[src/rtl/zbb_pkg.sv]
// Shared types and helpers for the Zbb bit-count execution unit.
// No logic, no latency.
// No flow control.
package zbb_pkg;

  typedef enum logic [1:0] {
    BC_CLZ  = 2'b00,
    BC_CTZ  = 2'b01,
    BC_CPOP = 2'b10,
    BC_RSVD = 2'b11
  } bitcnt_op_e;

  localparam int XLEN_32 = 32;
  localparam int XLEN_64 = 64;

  // Width needed to hold a count of 0..xlen inclusive.
  function automatic int cnt_w(input int xlen);
    return $clog2(xlen) + 1;
  endfunction

endpackage

[src/rtl/zbb_lzc_tree.sv]
// Recursive leading-zero counter for a power-of-two WIDTH; count valid only when !all_zero.
// Combinational, zero latency.
// No flow control.
module zbb_lzc_tree #(
  parameter int WIDTH = 32
) (
  input  logic [WIDTH-1:0]         data,
  output logic                     all_zero,
  output logic [$clog2(WIDTH)-1:0] count
);

  if (WIDTH == 2) begin : g_leaf
    assign all_zero = ~(data[1] | data[0]);
    assign count    = ~data[1];
  end else begin : g_node
    localparam int HW  = WIDTH / 2;
    localparam int HCW = $clog2(HW);

    logic           hi_zero;
    logic           lo_zero;
    logic [HCW-1:0] hi_cnt;
    logic [HCW-1:0] lo_cnt;

    zbb_lzc_tree #(.WIDTH(HW)) u_hi (
      .data     (data[WIDTH-1:HW]),
      .all_zero (hi_zero),
      .count    (hi_cnt)
    );

    zbb_lzc_tree #(.WIDTH(HW)) u_lo (
      .data     (data[HW-1:0]),
      .all_zero (lo_zero),
      .count    (lo_cnt)
    );

    // An empty upper half contributes HW zeros, so the MSB of the count is hi_zero.
    assign all_zero = hi_zero & lo_zero;
    assign count    = hi_zero ? {1'b1, lo_cnt} : {1'b0, hi_cnt};
  end

endmodule

[src/rtl/zbb_bitcount_unit.sv]
// Zbb CLZ/CTZ/CPOP (and RV64 word forms) execute unit with pass-through tag.
// Latency STAGES cycles (1 or 2) from accept to out_valid; one op per cycle, in order.
// Whole pipe advances together when the output is empty or drained; in_ready = advance.
module zbb_bitcount_unit
  import zbb_pkg::*;
#(
  parameter int XLEN   = 32,
  parameter int STAGES = 1,
  parameter int TAG_W  = 5
) (
  input  logic             clk,
  input  logic             rst,
  input  logic             in_valid,
  output logic             in_ready,
  input  logic [1:0]       in_op,
  input  logic             in_word,
  input  logic [XLEN-1:0]  in_operand,
  input  logic [TAG_W-1:0] in_tag,
  output logic             out_valid,
  input  logic             out_ready,
  output logic [XLEN-1:0]  out_result,
  output logic [TAG_W-1:0] out_tag
);

  localparam int CW = cnt_w(XLEN);
  localparam int LW = $clog2(XLEN);

  // Word mode left-aligns the 32-bit window in the tree; ones below it cap the count at 32.
  localparam logic [XLEN-1:0] PAD_ONES  = {XLEN{1'b1}} >> 32;
  localparam logic [XLEN-1:0] WORD_MASK = {XLEN{1'b1}} >> (XLEN - 32);

  typedef struct packed {
    logic             vld;
    bitcnt_op_e       op;
    logic [XLEN-1:0]  lzc_src;
    logic [XLEN-1:0]  pop_src;
    logic [TAG_W-1:0] tag;
  } prep_t;

  logic            advance;
  logic            word_mode;
  logic [XLEN-1:0] op_rev;
  prep_t           prep_a;
  prep_t           prep_b;
  logic            lzc_zero;
  logic [LW-1:0]   lzc_cnt;
  logic [CW-1:0]   pop_cnt;
  logic [CW-1:0]   result;

  assign advance   = !out_valid || out_ready;
  assign in_ready  = advance;
  assign word_mode = (XLEN == XLEN_64) && in_word;

  // Full-width bit reversal; in word mode the reversed low word lands in the top 32 bits.
  always_comb begin
    op_rev = '0;
    for (int i = 0; i < XLEN; i++) begin
      op_rev[XLEN-1-i] = in_operand[i];
    end
  end

  // Stage A: shape the operand so a single leading-zero tree serves CLZ and CTZ.
  always_comb begin
    prep_a         = '0;
    prep_a.vld     = in_valid;
    prep_a.op      = bitcnt_op_e'(in_op);
    prep_a.tag     = in_tag;
    prep_a.pop_src = word_mode ? (in_operand & WORD_MASK) : in_operand;
    if (word_mode) begin
      prep_a.lzc_src = ((prep_a.op == BC_CTZ) ? op_rev : (in_operand << (XLEN - 32))) | PAD_ONES;
    end else begin
      prep_a.lzc_src = (prep_a.op == BC_CTZ) ? op_rev : in_operand;
    end
  end

  if (STAGES == 2) begin : g_prep_reg
    // Optional register between operand prep and count; shifts with the rest of the pipe.
    always_ff @(posedge clk or posedge rst) begin
      if (rst) begin
        prep_b <= '0;
      end else if (advance) begin
        prep_b <= prep_a;
      end
    end
  end else begin : g_prep_comb
    assign prep_b = prep_a;
  end

  zbb_lzc_tree #(.WIDTH(XLEN)) u_lzc (
    .data     (prep_b.lzc_src),
    .all_zero (lzc_zero),
    .count    (lzc_cnt)
  );

  // Population count as an adder reduction over the masked window.
  always_comb begin
    pop_cnt = '0;
    for (int i = 0; i < XLEN; i++) begin
      pop_cnt = pop_cnt + CW'(prep_b.pop_src[i]);
    end
  end

  // Op select; an all-zero tree input only occurs for a full-width window.
  always_comb begin
    result = '0;
    case (prep_b.op)
      BC_CLZ, BC_CTZ: result = lzc_zero ? CW'(XLEN) : CW'(lzc_cnt);
      BC_CPOP:        result = pop_cnt;
      default:        result = '0;
    endcase
  end

  // Output register: loads on advance (bubbles clear it), holds while stalled.
  always_ff @(posedge clk or posedge rst) begin
    if (rst) begin
      out_valid  <= 1'b0;
      out_result <= '0;
      out_tag    <= '0;
    end else if (advance) begin
      out_valid  <= prep_b.vld;
      out_result <= prep_b.vld ? XLEN'(result) : '0;
      out_tag    <= prep_b.vld ? prep_b.tag : '0;
    end
  end

endmodule

[config.mk]
export PLATFORM = sky130hd
export DESIGN_NAME = zbb_bitcount_unit
export DESIGN_NICKNAME = d
export VERILOG_FILES = /design/src/rtl/zbb_pkg.sv /design/src/rtl/zbb_lzc_tree.sv /design/src/rtl/zbb_bitcount_unit.sv
export SDC_FILE = /design/constraint.sdc
export NUM_CORES = 1
export LEC_CHECK = 0
export ABC_CLOCK_PERIOD_IN_PS = 2800
export CAP_MARGIN = 20
export CORE_ASPECT_RATIO = 1.4
export CORE_MARGIN = 3
export CORE_UTILIZATION = 50
export DETAILED_ROUTE_END_ITERATION = 8
export GPL_TIMING_DRIVEN = 0
export HOLD_SLACK_MARGIN = 0.02
export PLACE_DENSITY = 0.88
export SLEW_MARGIN = 20
export SYNTH_ARGS = -nofsm -noshare
export SYNTH_HDL_FRONTEND = slang
export SYNTH_SLANG_ARGS = --single-unit
export TNS_END_PERCENT = 50
[constraint.sdc]
create_clock -name clk -period 2.8 [get_ports clk]
set_clock_uncertainty 0.1 [all_clocks]
set_input_delay 0.42 -clock clk [delete_from_list [all_inputs] [get_ports clk]]
set_output_delay 0.42 -clock clk [all_outputs]
set_load 0.005 [all_outputs]
=== After elaboration in Yosys (flattened, before gate mapping) ===
Cells that the tools add are included.

* Bits in registers: 38
* Input port bits: 44
* Output and inout port bits: 39
* Logic and storage cells: 123

* $add $sub $neg: 31
* Equal/unequal tests: 2
* Muxes and demuxes: 20
* Bitwise gates (word level): 63
* Reduce and logical (&&, ||, !) cells: 4

{| class="wikitable"
|+ Operators by type and width
! kind !! number
|-
| 6-bit by 1-bit adder with 6-bit output || 26
|-
| 32-bit 2-to-1 mux || 1
|-
| 1-bit NOT || 32
|-
| 2-bit 2-to-1 mux || 8
|-
| 1-bit OR || 16
|-
| 1-bit bitwise AND || 15
|-
| 3-bit 2-to-1 mux || 4
|-
| 6-bit 2-to-1 mux || 2
|-
| 6-bit case mux with 2 select lines || 1
|-
| 5-bit 2-to-1 mux || 2
|-
| 4-bit 2-to-1 mux || 2
|-
| 5-bit by 1-bit adder with 6-bit output || 1
|-
| 4-bit by 1-bit adder with 5-bit output || 1
|-
| 3-bit by 1-bit adder with 4-bit output || 1
|-
| 2-bit by 1-bit adder with 3-bit output || 1
|-
| 1-bit by 1-bit adder with 2-bit output || 1
|-
| 2-bit by 1-bit equality test with 1-bit output (second input constant) || 1
|-
| 2-bit equality test (second input constant) || 1
|-
| 2-bit zero test || 1
|-
| 2-bit OR reduction || 1
|-
| 1-bit zero test || 1
|-
| 1-bit logical OR || 1
|}

=== Depth between registers and ports, before layout ===
Gate-level depths: netlist of the first run.

* Word-level depth: 33
* Depth in mapped cells: 17
* Gate-level depth less buffers: 17

=== Modules after synthesis ===
A second synthesis of the first run with hierarchy kept.

* Cells, all modules: 324
* Area total of the unflattened synthesis: 2616.3 µm²

{| class="wikitable"
|+ By module, submodules not included
! module !! times used !! cells each !! area each (µm²) !! seq. area each (µm²)
|-
| zbb_bitcount_unit || 1 || 236 || 1948.1 || 300.3
|-
| zbb_lzc_tree (u_lzc.g_node.u_hi.g_node.u_hi.g_node.u_hi ...) || 8 || 3 || 30.0 || 0.0
|-
| zbb_lzc_tree (u_lzc.g_node.u_hi.g_node.u_hi ...) || 4 || 4 || 37.5 || 0.0
|-
| zbb_lzc_tree (u_lzc.g_node.u_hi.g_node.u_hi.g_node.u_hi.g_node.u_hi ...) || 16 || 2 || 7.5 || 0.0
|-
| zbb_lzc_tree (u_lzc.g_node.u_hi ...) || 2 || 5 || 48.8 || 0.0
|-
| zbb_lzc_tree (u_lzc) || 1 || 6 || 60.1 || 0.0
|}

=== Worst setup path before layout of the first run ===
OpenSTA, ideal clock, no wires.

* Path type: in2reg
* Start: input in_operand[1]
* End: register out_result[5]
* Library setup time: 0.121 ns
* Arrival time: 4.618 ns
* Data required time: 2.579 ns
* Slack: -2.039 ns
* Stages: 17
* Path buffers: 0
* Cells stage by stage: inv_1 -> fa_1 -> fa_1 -> inv_1 -> fa_1 -> fa_1 -> fa_1 -> inv_1 -> fa_1 -> inv_1 -> ha_1 -> a21o_1 -> a21oi_1 -> nor2b_1 -> o21ai_0 -> a21oi_1 -> a22o_1

* Cells in the longest elaborated chain, start to end: 33
* Elaborated cells on any way between the ends: 46
* Classes of those cells: 31 x add/sub; 4 x mux; 11 x bitwise

{| class="wikitable"
|+ Ends and longest elaborated chain
! element !! line !! RTL
|-
| start: declaration || zbb_bitcount_unit.sv:17 || <nowiki>input logic [XLEN-1:0] in_operand,</nowiki>
|-
| 1-bit by 1-bit adder with 2-bit output || zbb_bitcount_unit.sv:99 || <nowiki>pop_cnt = pop_cnt + CW'(prep_b.pop_src[i]);</nowiki>
|-
| 2-bit by 1-bit adder with 3-bit output || zbb_bitcount_unit.sv:99 ||
|-
| 3-bit by 1-bit adder with 4-bit output || zbb_bitcount_unit.sv:99 ||
|-
| 4-bit by 1-bit adder with 5-bit output || zbb_bitcount_unit.sv:99 ||
|-
| 5-bit by 1-bit adder with 6-bit output || zbb_bitcount_unit.sv:99 ||
|-
| 6-bit by 1-bit adder with 6-bit output (26 in series) || zbb_bitcount_unit.sv:99 ||
|-
| 6-bit case mux with 2 select lines * || zbb_bitcount_unit.sv:106 || <nowiki>case (prep_b.op)</nowiki>
|-
| 6-bit 2-to-1 mux * || zbb_bitcount_unit.sv:121 || <nowiki>out_result <= prep_b.vld ? XLEN'(result) : '0;</nowiki>
|-
| end signal: assignment || zbb_bitcount_unit.sv:121 ||
|-
| end: declaration || zbb_bitcount_unit.sv:21 || <nowiki>output logic [XLEN-1:0] out_result,</nowiki>
|}

Mark *: on every way between the ends. The rest lies on a longest branch, timed or not.
A chain may end at the register's enable or synchronous reset.

=== Final worst setup path of the first run ===
* Start: input in_operand[11]
* End: register out_result[4]

* Cells in the longest elaborated chain, start to end: 23
* Elaborated cells on any way between the ends: 37
* Classes of those cells: 21 x add/sub; 5 x mux; 11 x bitwise

{| class="wikitable"
|+ Ends and longest elaborated chain
! element !! line
|-
| 6-bit by 1-bit adder with 6-bit output (21 in series) || zbb_bitcount_unit.sv:99
|-
| 6-bit case mux with 2 select lines * || zbb_bitcount_unit.sv:106
|-
| 6-bit 2-to-1 mux * || zbb_bitcount_unit.sv:121
|}

Marks and branches as above.

==> flow_summary_export.csv, run 1 <==
group,metric,value,unit
status,run_status,"finished with violations",
status,violations,"setup timing",
route,wl,6580,µm
timing,max-slew-margin-rel,53.9,%
yosys,synthSimpleGateAreaFrac,16.0,%
clocking,root_buffer,"clkbuf_8",
finish,nFillCells,325,
global_routing,grt-ovfl-total,0,
worst_hold_path,hp-class,"reg2reg",
pwr,leakage,0.00151,µW
finish,diodes,0,
finish,seq_area,300,µm²
clocking,worstSkewPairLatency,0.25,ns
finish,syn_to_final_growth,35.9,%
worst_setup_path,path_class,"in2reg",
yosys,ys.flop_type,"dfrtp_1",
floorplan,rows,28,
yosys,yosys.cell_types.count,55,
timing,worst_slew_pin_slew,0.682,ns
worst_setup_path,arrival,4.91,ns
timing,slew_violations,0,
global_routing,antenna_found_initial,0,
worst_setup_path,rr_startpoint,"out_valid",
finish,final_core_util,72.3,%
route,final_antenna_net_count,0,
placement,portBuffers,52,
yosys,ys_seq_elements,12,
floorplan,dieHeight,86.1,µm
clocking,cts_buffers,3,
finish,fin_area,3120,µm²
global_routing,grt_first_pass_wirelength,10700,µm
timing,max_freq,207,MHz
yosys,synth-edff-count,0,
clocking,cts_tree,"built",
global_routing,grt_usage,24.9,%
timing,hold_violations,0,
timing,setup_slack,-2.04,ns
timing,final.setup.tns,-11.05,ns
yosys,seq_area_frac_synth,13.1,%
flow_run,max_cap_viol_count,0,
finish,multi_input_area,1670,µm²
route,drc_errors,0,
yosys,yosys.area_share.xor_xnor,1.15,%
floorplan,die_x,63.2,µm
yosys,synth-compound-area-share,17.0,%
placement,hpwl,5410,µm
yosys,ys_async_sr_fraction,100,%
clocking,clock_path_buffers,2,
timing,grt_setup_unrepaired,"true",
floorplan,pin_count,83,
worst_hold_path,worstHoldStart,"out_tag[3]",
yosys,avgSynthCellArea,8.37,µm²
placement,place_area,3000,µm²
worst_hold_path,whs_endpoint,"out_tag[3]",
worst_setup_path,cp-start-kind,"primary input",
route,drt_iter0_drc,161,
worst_setup_path,r2r_slack,1.01,ns
worst_setup_path,endpoint_kind,"register",
yosys,yosysWarnings,0,
global_routing,grt_pass1_vias,2378,
worst_setup_path,rr_worst_depth,5,
global_routing,grt_max_degree,13,
yosys,synth_cells,274,
finish,drive_above_1_share,26.0,%
placement,gp_congestion,0.921,
finish,final_nets,438,
worst_hold_path,hold_depth,2,
worst_setup_path,worst-path-max-fanout,2,
route,wl_per_cell,15.6,µm
clocking,cts_max_level,1,
floorplan,core_area,4310,µm²
finish,final_cell_mix,"buf_4, clkdlybuf4s50_1, inv_1, conb_1, nor2_1",
yosys,muxShareOfSynthArea,7.97,%
worst_setup_path,r2r_end,"out_result[1]",
timing,period_share,173,%
yosys,synth_top_family_by_area,"adder cells",
clocking,cts_hold_buf,0,
route,vias,2219,
route,vias_per_cell,5.27,
clocking,path_clk_slew,0.05,ns
timing,min_period,4.84,ns
yosys,synth_adder_area_share,24.8,%
route,dr.pass1.iters,4,
floorplan,initial_core_util,53.2,%
timing,setup_violations,6,
floorplan,dieArea,5440,µm²
pwr,ir_drop,0.00116,V
yosys,synthesis.area,2290,µm²
pwr,power_density,755,nW/µm²
clocking,cts_sinks,12,
worst_setup_path,required,2.87,ns
[registers in the layout (all words and copies together), names as in the netlist]
signal	flops
out_result	6
out_tag	5
out_valid	1
[worst max path at each step]
stage,cells after the start,startpoint,to
2_1_floorplan,15,in_operand[17],out_result[4]
3_3_place_gp,16,in_operand[0],out_result[4]
4_1_cts,16,in_operand[3],out_result[4]
3_5_place_dp,16,in_operand[0],out_result[4]
5_1_grt,16,in_operand[17],out_result[4]
6_report,16,in_operand[11],out_result[4]
[where the power goes]
part	leakage (µW)	switching, µW	internal (µW)
Clock	0.0000216	61.9	94.6
Sequential	0.000156	18.5	205
Combinational	0.00134	994	978
Total	0.00151	1070	1280
[routing by layer]
metal  global-route usage [%]  wire length (µm)  share of wire (%)
met5                        0                 0                  0
met4                     12.8               341                5.2
met3                     5.24               512                7.8
met2                     46.0              3490                 53
met1                     26.4              2230                 34
[repair_timing]
action                     4_1_cts  5_1_grt
buffers inserted                 4        3
setup endpoints to repair        6        6
pin swaps                       20       18
gates resized for setup         86       16
[per-stage QoR]
step,hold WS (ns),instances,setup WS [ns],power [µW]
6_report,0.365,421,-2.04,2350
4_1_cts,0.366,418,-2.12,2140
2_1_floorplan,0.185,299,-1.88,1460
3_5_place_dp,0.355,411,-2.75,1950
3_3_place_gp,0.350,411,-2.67,1880
5_1_grt,0.378,421,-2.15,2590
[cell usage after synthesis, drive strengths merged (2+ instances only)]
cell type / number / share of area [%]
a2111oi: 3 / 2.2
a211oi: 2 / 0.65
a21o: 2 / 0.65
a21oi: 12 / 2.6
a22oi: 2 / 0.65
a31oi: 2 / 0.55
a32oi: 2 / 0.76
buf: 32 / 11
clkbuf: 2 / 0.33
dfrtp: 12 / 13
fa: 24 / 21
ha: 7 / 3.8
inv: 49 / 8.0
mux2: 2 / 0.98
mux2i: 16 / 7.0
nand2: 18 / 2.9
nand2b: 3 / 1.1
nand3: 6 / 1.3
nand4: 2 / 0.55
nor2: 23 / 3.8
nor2b: 8 / 2.2
nor3: 3 / 0.65
nor4: 4 / 1.9
o21a: 2 / 0.65
o21ai: 12 / 2.6
o21bai: 2 / 0.65
o221ai: 3 / 1.1
xnor2: 2 / 0.76
[critical path: stages]
cell and delay, ns:
buf_2 0.11, inv_2 0.05, fa_1 0.48, fa_2 0.60
fa_2 0.45, fa_1 0.53, fa_2 0.45, fa_1 0.54
inv_2 0.06, ha_4 0.16, fa_2 0.40, a21o_1 0.18
a21oi_2 0.14, xnor2_1 0.13, a21oi_1 0.08, o21ai_1 0.13
[kinds of logic (layout without fill, tap and decap cells)]
| logic type | Yosys count | in the layout |
|---|---|---|
| buf+inv | 84 | 146 |
| simple gates | 71 | 71 |
| compound gates | 54 | 54 |
| fa+ha+maj | 31 | 31 |
| mux | 18 | 18 |
| flops | 12 | 12 |
| xor+xnor | 3 | 3 |
| other cells | 1 | 26 |
[cell type report]
type	instances	share of cell area, %
Multi-Input combinational cell	203	53.7
Timing Repair Buffer	59	18.1
Sequential cell	12	9.64
Buffer	34	8.55
Inverter	50	6.27
Tap cell	60	2.41
Clock buffer	3	1.33
No activity file was read; power rests on OpenSTA's default activity.
==> run 2: changes to the inputs <==
--- a/config.mk
+++ b/config.mk
@@ -6,9 +6,7 @@
 export NUM_CORES = 1
 export LEC_CHECK = 0
 export ABC_CLOCK_PERIOD_IN_PS = 2800
-export CAP_MARGIN = 20
 export CORE_ASPECT_RATIO = 1.4
-export CORE_MARGIN = 3
 export CORE_UTILIZATION = 50
 export DETAILED_ROUTE_END_ITERATION = 8
 export GPL_TIMING_DRIVEN = 0
==> run 2 against run 1 <==
Compared with the run above:
- the run still ends with setup timing left
- global-route usage grew 4.4 points
- via count grew 1.2%
- non-clock buffer count shrank 1
- flip-flop and latch count is the same
- final cell count is the same
- first-iteration DRC count shrank 20%
- count of clock-buffer cells in the layout grew 1
- hold slack gained 0.00091 ns
- total power grew 1.7%
- sequential power is essentially flat
- routed wire length grew 0.29%
- critical path type unchanged
==> flow_summary_export.csv, run 2 (same netlist as run 1, synthesis figures left out) <==
group,metric,value,unit
pwr,clkPwrFrac,8.0,%
status,violations,"setup timing",
pwr,power_density,767,nW/µm²
worst_setup_path,worst-path-max-fanout,4,
placement,gp_congestion,0.921,
pwr,leakage,0.00153,µW
timing,worst_slew_pin_slew,0.737,ns
finish,instances_no_fill,421,
timing,setup_slack,-2.00,ns
clocking,cts_sinks,12,
timing,max-slew-margin-rel,50.2,%
route,dr.pass1.iters,5,
floorplan,dieHeight,82.1,µm
worst_setup_path,cpMostUsedCell,"fa_1",
floorplan,core_area,4310,µm²
finish,drive_above_1_share,26.0,%
placement,placed_cells,411,
floorplan,pin_count,83,
route,drt_iter0_drc,129,
clocking,cts_hold_buf,0,
global_routing,grt-ovfl-total,0,
finish,max_flop_register,"out_result",
global_routing,grt_pass1_vias,2344,
clocking,root_buffer,"clkbuf_8",
global_routing,antenna_found_initial,0,
route,wl,6600,µm
worst_setup_path,cp-start-kind,"primary input",
timing,setup_violations,6,
pwr,netSwitchingPower,1060,µW
pwr,p_seq_share,9.3,%
pwr,pwr-share-comb,82.8,%
global_routing,grt_max_degree,13,
route,vias_per_cell,5.33,
worst_setup_path,arrival,4.87,ns
timing,period_share,172,%
route,final_antenna_net_count,0,
timing,hold_violations,0,
finish,largest_reg_flops,6,
finish,syn_to_final_growth,36.1,%
finish,largestRegisters,"out_result x6, out_tag x5, out_valid x1",
timing,grt_setup_unrepaired,"true",
timing,min_period,4.80,ns
clocking,cts_tree,"built",
finish,layout_commonest_cell,"clkdlybuf4s50_1",
finish,nFillCells,349,
finish,final_nets,437,
worst_hold_path,hp-class,"reg2reg",
clocking,cts_buffers,3,
worst_setup_path,path_class,"in2reg",
route,wl_per_cell,15.7,µm
flow_run,max_cap_viol_count,0,
finish,final_cell_mix,"clkdlybuf4s50_1, buf_4, inv_1, conb_1, nor2_1",
clocking,worstSkewPairLatency,0.24,ns
timing,slew_violations,0,
global_routing,grt_usage,29.3,%
worst_setup_path,crit_family,"adder cells",
worst_setup_path,crit_path_max_incr_delay,0.55,ns
finish,diodes,0,
route,drc_errors,0,
worst_setup_path,crit_buf_inv,3,
placement,portBuffers,52,
pwr,ir_drop,0.00169,V
clocking,cts_max_level,1,
placement,hpwl,5390,µm
worst_setup_path,crit_slowest_cell,"fa_1",
clocking,clock_path_buffers,2,
route,vias,2246,
status,run_status,"finished with violations",
finish,final_core_util,72.4,%
worst_setup_path,crit_path_cell_trace,"buf_2 > fa_1 > inv_2 > fa_2 > fa_1 > fa_1 > fa_2 > fa_1 > inv_2 > ha_4 > fa_2 > a21o_1 > a21oi_2 > xnor2_1 > a21oi_1 > o21ai_1",
worst_setup_path,required,2.87,ns
pwr,swShare,44.1,%
timing,max_freq,208,MHz
floorplan,rows,28,
pwr,p_int,1340,µW
global_routing,grt_first_pass_wirelength,10500,µm
floorplan,dieArea,4860,µm²
floorplan,die_x,59.2,µm
floorplan,initial_core_util,53.2,%
clocking,path_clk_slew,0.06,ns
worst_setup_path,endpoint_kind,"register",
[run 2: layer usage]
layer | global-route usage, % | wire length, µm | vias to the layer above
li1 | - | - | 1036
met1 | 31.5 | 2330 | 1055
met2 | 52.7 | 3470 | 129
met3 | 4.52 | 463 | 26
met4 | 18.6 | 331 | 0
met5 | 0 | 0 | -
[run 2: power by group through the flow]
stage	combinational (µW)	sequential (µW)	clock, µW
floorplan	1230	226	0
global route	2210	226	199
detailed placement	1680	223	0
global placement	1680	222	0
finish	1980	222	190
CTS	1950	221	191
[run 2: layout make-up]
type                    instances  area (µm²)  share of cell area, %
plain buffers                  34         267                   8.54
clock buffers                   4        55.1                   1.76
inverters                      50         195                   6.26
multi-input cells             203        1680                   53.8
flip-flops and latches         12         300                   9.62
well taps                      60        75.1                   2.41
repair buffers                 58         549                   17.6
[run 2: worst reg2reg max path, cell delays in order (launching register included)]
cell	delay, ns
dfrtp_1	0.34
nor2b_1	0.32
clkinv_1	0.35
nand2_1	0.33
o311ai_1	0.14
a31o_1	0.20
[run 2: path summary, 6_finish.rpt]
check / to / start / cells after the start / slack, ns
max in group asynchronous: out_tag[2] / rst / 2 / 1.89
worst min-delay path: out_tag[4] / out_tag[4] / 2 / 0.37
worst min register to register: out_tag[4] / out_tag[4] / 2 / 0.37
worst max register to register: out_result[1] / out_valid / 5 / 0.90
worst max-delay path: out_result[4] / in_operand[21] / 16 / -2.00
min in group asynchronous: out_result[1] / rst / 2 / 0.39
[run 2: through the flow]
stage | area, µm² | hold WS, ns | power (µW) | setup TNS (ns) | setup WS [ns]
after floorplan | 2400 | 0.185 | 1460 | -10.05 | -1.88
after global placement | 3000 | 0.349 | 1900 | -14.90 | -2.68
after detailed placement | 3000 | 0.357 | 1900 | -15.01 | -2.69
after CTS | 3090 | 0.367 | 2360 | -11.56 | -2.15
after global routing | 3120 | 0.412 | 2630 | -11.67 | -2.15
final | 3120 | 0.366 | 2390 | -10.98 | -2.00
[run 2: repair_timing]
action / in CTS / in global routing
endpoints found under the hold margin: 0 / 0
pin swaps: 27 / 15
buffers inserted: 6 / 0
endpoints found under the setup margin: 6 / 6
resized for setup: 94 / 8
==> run 3: changes to the inputs <==
--- a/config.mk
+++ b/config.mk
@@ -9,7 +9,6 @@
 export CORE_ASPECT_RATIO = 1.4
 export CORE_UTILIZATION = 50
 export DETAILED_ROUTE_END_ITERATION = 8
-export GPL_TIMING_DRIVEN = 0
 export HOLD_SLACK_MARGIN = 0.02
 export PLACE_DENSITY = 0.88
 export SLEW_MARGIN = 20
==> run 3 against run 2 <==
Compared with the run above:
- the run still ends with setup timing left
- fmax decreased by 0.31%
- sequential power barely moved
- flip-flop and latch count stayed put
==> flow_summary_export.csv, run 3 (same netlist as run 1, synthesis figures left out) <==
group,metric,value,unit
status,run_status,"finished with violations",
status,violations,"setup timing",
worst_hold_path,worstHoldStart,"out_tag[2]",
route,vias_per_cell,5.11,
finish,diodes,0,
global_routing,grt_first_pass_wirelength,11300,µm
global_routing,grt_usage,31.1,%
worst_setup_path,required,2.80,ns
finish,max_flop_register,"out_result",
flow_run,max_cap_viol_count,0,
clocking,cts_max_level,1,
placement,hpwl,5810,µm
global_routing,grt-ovfl-total,0,
timing,setup_slack,-2.02,ns
clocking,root_buffer,"clkbuf_8",
finish,fin_area,3280,µm²
timing,min_period,4.82,ns
timing,period_share,172,%
worst_hold_path,hp-class,"reg2reg",
worst_setup_path,arrival,4.82,ns
clocking,cts_tree,"built",
timing,hold_violations,0,
pwr,power_density,766,nW/µm²
worst_setup_path,endpoint_kind,"register",
placement,portBuffers,55,
route,drc_errors,0,
finish,nFillCells,339,
route,final_antenna_net_count,0,
finish,syn_to_final_growth,43.0,%
clocking,clock_path_buffers,2,
global_routing,antenna_found_initial,0,
finish,drive_above_1_share,29.3,%
worst_setup_path,rr_startpoint,"out_valid",
finish,layout_commonest_cell,"buf_4",
clocking,cts_hold_buf,0,
floorplan,core_area,4310,µm²
clocking,cts_sinks,12,
route,wl_per_cell,15.3,µm
clocking,worstSkewPairLatency,0.24,ns
global_routing,grt_max_degree,13,
timing,grt_setup_unrepaired,"true",
route,dr.pass1.iters,4,
floorplan,pin_count,83,
finish,largestRegisters,"out_result x6, out_tag x5, out_valid x1",
finish,final_cell_mix,"buf_4, clkdlybuf4s50_1, inv_1, conb_1, nor2_1",
floorplan,dieArea,4860,µm²
timing,fin_hold_ws,0.370,ns
clocking,cts_buffers,3,
placement,place_area,3220,µm²
finish,final_core_util,76.0,%
floorplan,rows,28,
pwr,leakage,0.00162,µW
route,wl,6860,µm
finish,largest_reg_flops,6,
pwr,ir_drop,0.00105,V
worst_setup_path,rr_worst_depth,5,
worst_setup_path,path_class,"in2reg",
timing,setup_violations,6,
timing,max-slew-margin-rel,56.5,%
route,drt_iter0_drc,112,
timing,slew_violations,0,
worst_setup_path,r2r_slack,1.17,ns
floorplan,die_x,59.2,µm
finish,final_nets,466,
route,vias,2294,
worst_hold_path,hold_depth,2,
timing,max_freq,207,MHz
floorplan,initial_core_util,53.2,%
placement,gp_congestion,0.917,
timing,worst_slew_pin_slew,0.651,ns
worst_setup_path,cp-start-kind,"primary input",
pwr,total_power,2510,µW
clocking,path_clk_slew,0.05,ns
floorplan,dieHeight,82.1,µm
worst_setup_path,worst-path-max-fanout,2,
global_routing,grt_pass1_vias,2481,
worst_setup_path,timing.critical_path.from,"in_operand[17]",
## run 3: cell types whose count changed in the layout (fill, tap and decap cells not counted), sizes merged
cell / delta
clkbuf: -1
clkdlybuf4s50: +5
dlygate4sd2: -1
dlymetal6s2s: -1
buf: +26
## run 3: power by group
part	leakage, µW	internal [µW]	switching [µW]
Sequential	0.000156	205	19.7
Combinational	0.00144	1100	1030
Clock	0.0000216	94.5	59.5
## run 3: worst max-delay path, stage by stage
cell     delay, ns
buf_6         0.10
fa_1          0.55
inv_2         0.04
fa_1          0.51
fa_2          0.46
fa_1          0.54
fa_1          0.43
fa_1          0.54
inv_2         0.06
ha_4          0.16
fa_2          0.35
buf_4         0.14
buf_4         0.12
xor2_1        0.14
a31oi_1       0.14
o22ai_1       0.11
## run 3: worst paths after layout
| path | end |
|---|---|
| worst min-delay path | out_tag[2] |
| min in group asynchronous | out_tag[2] |
| max in group asynchronous | out_result[1] |
| worst max-delay path | out_result[2] |
| worst min register to register | out_tag[2] |
| worst max register to register | out_result[1] |
## run 3: repair_timing
| item | 4_1_cts | 5_1_grt |
|---|---|---|
| pin swaps | 28 | 15 |
| endpoints found under the setup margin | 6 | 6 |
| setup buffers | 5 | 0 |
| gates resized for setup | 70 | 9 |
## run 3: layer usage
layer | track usage, % | routed length [µm]
met5 | 0 | 0
met4 | 14.0 | 237
met3 | 3.12 | 302
met2 | 59.2 | 3790
met1 | 33.7 | 2530
## run 3: metrics by stage
step	setup WS (ns)	setup TNS, ns	instances
detailed placement	-2.67	-14.91	441
global placement	-2.56	-14.52	441
floorplan	-1.88	-10.05	299
global route	-2.15	-11.93	449
CTS	-2.11	-11.56	449
finish	-2.02	-11.05	449
## run 3: cell type report
| class | count | area [µm²] | area share [%] |
|---|---|---|---|
| repair buffers | 121 | 1010 | 30.7 |
| multi-input cells | 203 | 1660 | 50.8 |
| well taps | 60 | 75.1 | 2.29 |
| flip-flops and latches | 12 | 300 | 9.16 |
| inverters | 50 | 190 | 5.80 |
| clock buffers | 3 | 41.3 | 1.26 |
